<file path="src/rtl/hdb3_pkg.sv">
// Constants and state encoding shared by the HDB3 line path PRBS7 source and checker.
package hdb3_pkg;

  localparam int unsigned PRBS7_W      = 7;
  localparam int unsigned PRBS7_TAP_HI = 6;
  localparam int unsigned PRBS7_TAP_LO = 5;

  // An all-zero register is the LFSR lock-up state and never a valid seed.
  localparam logic [PRBS7_W-1:0] PRBS7_ZERO = '0;

  typedef enum logic {
    HUNT = 1'b0,
    LOCK = 1'b1
  } prbs_state_e;

  function automatic logic prbs7_next(input logic [PRBS7_W-1:0] s);
    return s[PRBS7_TAP_HI] ^ s[PRBS7_TAP_LO];
  endfunction

endpackage

</file>
<file path="src/rtl/prbs7_lfsr.sv">
// PRBS7 (x^7+x^6+1) shift register: shifts in either an external bit or its own feedback.
module prbs7_lfsr
  import hdb3_pkg::*;
(
  input  logic               i_clk,
  input  logic               i_rst_n,
  input  logic               i_en,
  input  logic               i_load,
  input  logic               i_din,
  output logic [PRBS7_W-1:0] o_state,
  output logic               o_pred
);

  logic [PRBS7_W-1:0] r_lfsr;
  logic               w_pred;
  logic               w_shift_in;

  assign w_pred     = prbs7_next(r_lfsr);
  assign w_shift_in = i_load ? i_din : w_pred;

  always_ff @(posedge i_clk or negedge i_rst_n) begin
    if (!i_rst_n) begin
      r_lfsr <= '0;
    end else if (i_en) begin
      r_lfsr <= {r_lfsr[PRBS7_W-2:0], w_shift_in};
    end
  end

  assign o_state = r_lfsr;
  assign o_pred  = w_pred;

endmodule

</file>
<file path="config.mk">
export PLATFORM = sky130hd
export DESIGN_NAME = prbs7_lfsr
export DESIGN_NICKNAME = d
export VERILOG_FILES = /design/src/rtl/hdb3_pkg.sv /design/src/rtl/prbs7_lfsr.sv
export SDC_FILE = /design/constraint.sdc
export NUM_CORES = 1
export LEC_CHECK = 0
export CAP_MARGIN = 10
export CORE_AREA = 2 2 39 41
export DETAILED_ROUTE_END_ITERATION = 7
export DIE_AREA = 0 0 41 43
export GPL_TIMING_DRIVEN = 0
export SYNTH_ARGS = -nofsm -noshare
export SYNTH_HDL_FRONTEND = slang
export SYNTH_SLANG_ARGS = --single-unit
export TNS_END_PERCENT = 10
</file>
<file path="constraint.sdc">
create_clock -name i_clk -period 1.6 [get_ports i_clk]
set_clock_uncertainty 0.1 [all_clocks]
set_input_delay 0.4 -clock i_clk [delete_from_list [all_inputs] [get_ports i_clk]]
set_output_delay 0.4 -clock i_clk [all_outputs]
set_load 0.05 [all_outputs]
</file>
==> impl_metrics.xml <==
<?xml version="1.0" encoding="UTF-8"?>
<metrics>
  <group name="status">
    <metric name="status" unit="">finished clean</metric>
  </group>
  <group name="worst_setup_path">
    <metric name="start_kind" unit="">register</metric>
    <metric name="critical-path-top-delay-family" unit="">flip-flops</metric>
    <metric name="worstSetupPathType" unit="">reg2out</metric>
    <metric name="maximum_fanout_count_along_the_critical_path" unit="">4</metric>
    <metric name="crit_path_top_delay_cell" unit="">sky130_fd_sc_hd__dfrtp_2</metric>
    <metric name="worst-r2r-setup-slack" unit="ns">0.50</metric>
    <metric name="reg2reg_from" unit="">o_state[6]</metric>
    <metric name="crit_chain" unit="">clkdlybuf4s15_2</metric>
    <metric name="rr_worst_depth" unit="">2</metric>
    <metric name="critPathArrivalTime" unit="ns">1.06</metric>
    <metric name="r2r-end" unit="">o_state[0]</metric>
    <metric name="setup_crit_end_kind" unit="">output pin</metric>
    <metric name="required" unit="ns">1.10</metric>
    <metric name="critPathMaxStageDelay" unit="ns">0.42</metric>
    <metric name="worst_path_buffer_plus_inverter_count" unit="">1</metric>
  </group>
  <group name="detailed_routing">
    <metric name="detail_route.wirelength" unit="µm">641</metric>
    <metric name="detail_route.iter0.violations" unit="">4</metric>
    <metric name="drt-pass1-iter-count" unit="">2</metric>
    <metric name="wl_per_cell" unit="µm">12.8</metric>
    <metric name="remaining_drc_errors" unit="">0</metric>
    <metric name="detail-route-antenna-nets" unit="">0</metric>
    <metric name="vias" unit="">204</metric>
    <metric name="post_drt_via_cell_ratio" unit="">4.08</metric>
  </group>
  <group name="clock_tree">
    <metric name="clkSlewWorstSetupHoldPaths" unit="ns">0.05</metric>
    <metric name="htree_levels" unit="">1</metric>
    <metric name="postCtsHoldBufs" unit="">0</metric>
    <metric name="clock_tree.buffer_depth" unit="">2</metric>
    <metric name="clkLatencyLatePin" unit="ns">0.25</metric>
    <metric name="tritoncts" unit="">done</metric>
    <metric name="clock_tree.root_cell" unit="">sky130_fd_sc_hd__clkbuf_4</metric>
    <metric name="cts_buffers" unit="">3</metric>
    <metric name="clock-sinks" unit="">7</metric>
  </group>
  <group name="synth">
    <metric name="ys_seq_area_share" unit="%">60.3</metric>
    <metric name="synthesis.nets" unit="">24</metric>
    <metric name="synth_ff_type" unit="">sky130_fd_sc_hd__dfrtp_1</metric>
    <metric name="area_share_of_the_largest_cell_type_after_synthesis" unit="%">60.3</metric>
    <metric name="synthesis.area_per_instance" unit="µm²">15.3</metric>
    <metric name="mappedNetlistArea" unit="µm²">290</metric>
    <metric name="synth.largest_area_cell" unit="">sky130_fd_sc_hd__dfrtp_1</metric>
    <metric name="synthArstFlopShare" unit="%">100</metric>
    <metric name="synthMostInstantiatedCell" unit="">sky130_fd_sc_hd__dfrtp_1</metric>
    <metric name="ys.warnings.count" unit="">0</metric>
    <metric name="synthTopCellsByCount" unit="">sky130_fd_sc_hd__dfrtp_1, sky130_fd_sc_hd__mux2_2, sky130_fd_sc_hd__nor2b_1</metric>
    <metric name="synthTopCellsByArea" unit="">sky130_fd_sc_hd__dfrtp_1, sky130_fd_sc_hd__mux2_2, sky130_fd_sc_hd__nor2b_1</metric>
    <metric name="postSynthRegisterBits" unit="">7</metric>
    <metric name="yosys.cell_types.count" unit="">7</metric>
    <metric name="synth_edf_count" unit="">0</metric>
    <metric name="synthesis.instances" unit="">19</metric>
  </group>
  <group name="layout">
    <metric name="sequential_cell_area" unit="µm²">178</metric>
    <metric name="nNetsFinal" unit="">40</metric>
    <metric name="largest_register_ff_count" unit="">7</metric>
    <metric name="area_of_the_multi_input_gates" unit="µm²">123</metric>
    <metric name="fillCellCount" unit="">138</metric>
    <metric name="finalInstanceArea" unit="µm²">472</metric>
    <metric name="final_layout_size_suffix_gt1_share" unit="%">61.8</metric>
    <metric name="area_growth_syn_to_layout" unit="%">62.5</metric>
    <metric name="num_antenna_cells" unit="">0</metric>
  </group>
  <group name="die">
    <metric name="fp.dieH" unit="µm">43</metric>
    <metric name="die-area" unit="µm²">1760</metric>
    <metric name="floorplan.die.width" unit="µm">41</metric>
    <metric name="fp-row-count" unit="">14</metric>
    <metric name="io-pin-count" unit="">13</metric>
    <metric name="start_util" unit="%">21.0</metric>
    <metric name="fp.coreArea" unit="µm²">1380</metric>
  </group>
  <group name="grt">
    <metric name="groute.layer.met2.usage" unit="%">11.6</metric>
    <metric name="grt.overflow.total" unit="">0</metric>
    <metric name="wire_length_of_the_first_global_routing_pass" unit="µm">986</metric>
    <metric name="grt_max_degree" unit="">10</metric>
    <metric name="grt_antenna_before_repair" unit="">0</metric>
    <metric name="grt_util_all_layers" unit="%">8.94</metric>
    <metric name="grt_util_met1" unit="%">12.0</metric>
    <metric name="grt_pass1_vias" unit="">230</metric>
    <metric name="grt_util_met3" unit="%">3.14</metric>
    <metric name="globalRoute.busiestLayer" unit="">met1</metric>
  </group>
  <group name="placed_design">
    <metric name="place_area" unit="µm²">440</metric>
    <metric name="port-buffer-count" unit="">11</metric>
    <metric name="place.detailed.hpwl" unit="µm">466</metric>
    <metric name="place_congestion" unit="">0.669</metric>
  </group>
  <group name="sta">
    <metric name="worst-slew-pin-transition" unit="ns">0.326</metric>
    <metric name="slew-limit-headroom" unit="%">78.2</metric>
    <metric name="setup_violations" unit="">0</metric>
    <metric name="timing.final.crit_share" unit="%">97.7</metric>
    <metric name="hold_ws" unit="ns">0.310</metric>
    <metric name="rsz0062_at_grt" unit="">yes</metric>
    <metric name="slew_violations" unit="">0</metric>
    <metric name="max_freq" unit="GHz">0.639</metric>
    <metric name="finalHoldViolCount" unit="">0</metric>
    <metric name="fin_crit" unit="ns">1.56</metric>
  </group>
  <group name="flow_run">
    <metric name="maxCapViolations" unit="">0</metric>
  </group>
  <group name="hold_path">
    <metric name="hold_class" unit="">in2async</metric>
  </group>
</metrics>
==> layout make-up <==
type                            count  share of cell area [%]
Tap cell                           16                    4.24
Buffer                              1                    2.39
Clock buffer                        4                    5.57
Sequential cell                     7                    37.7
Multi-Input combinational cell     11                    26.0
Timing Repair Buffer               11                    24.1
==> timing repair <==
action | CTS | global route
pin swaps | 0 | 1
gates resized for setup | 30 | 1
cloned | 0 | 0
setup endpoints to repair | 8 | 2
setup buffers | 0 | 0
==> metal layers <==
layer / vias to the layer above / part of all wire (%)
li1: 94 / -
met1: 95 / 48
met2: 15 / 42
met3: 0 / 10
met4: 0 / 0
met5: - / 0
==> cell families (layout without fill, tap and decap cells) <==
family                    count (synthesis)  count (layout)  share of synthesized area (%)
AOI/OAI and AO/OA                         1               1                           3.02
muxes                                     6               6                           23.3
xor gates and xnor gates                  1               1                           3.02
and+or+nand+nor                           3               3                           6.47
buffers and inverters                     1              16                           3.88
DFF                                       7               7                           60.3
==> worst max-delay path by stage <==
stage	startpoint	to	slack [ns]	cells past startpoint
after floorplan	o_state[6]	o_pred	0.01	1
after global placement	o_state[5]	o_pred	-0.31	2
after detailed placement	o_state[5]	o_pred	-0.34	2
after CTS	o_state[5]	o_pred	0.02	2
after global routing	o_state[6]	o_pred	-0.01	2
final	o_state[5]	o_state[5]	0.04	1
==> stage by stage <==
step / TNS (ns) / worst slack [ns] / instances / util, %
3_5_place_dp: -0.932 / -0.341 / 46 / 31.8
6_report: 0 / 0.0360 / 50 / 34.1
4_1_cts: 0 / 0.0208 / 50 / 34.0
3_3_place_gp: -0.831 / -0.314 / 46 / 31.8
2_1_floorplan: 0 / 0.0141 / 19 / -
5_1_grt: -0.0101 / -0.0101 / 50 / 34.1
==> placed cells by master (no fill, tap or decap), types with 2 or more instances in the layout <==
master	synthesis	final
sky130_fd_sc_hd__nor2b_1	2	2
sky130_fd_sc_hd__clkdlybuf4s50_1	0	3
sky130_fd_sc_hd__mux2_2	6	6
sky130_fd_sc_hd__dfrtp_1	7	5
sky130_fd_sc_hd__dfrtp_2	0	2
sky130_fd_sc_hd__clkdlybuf4s15_2	0	6
sky130_fd_sc_hd__clkbuf_4	0	3
sky130_fd_sc_hd__buf_6	1	2
Power is not shown: default switching activity piles up to over one toggle a cycle in this logic, so the estimate is an artifact.
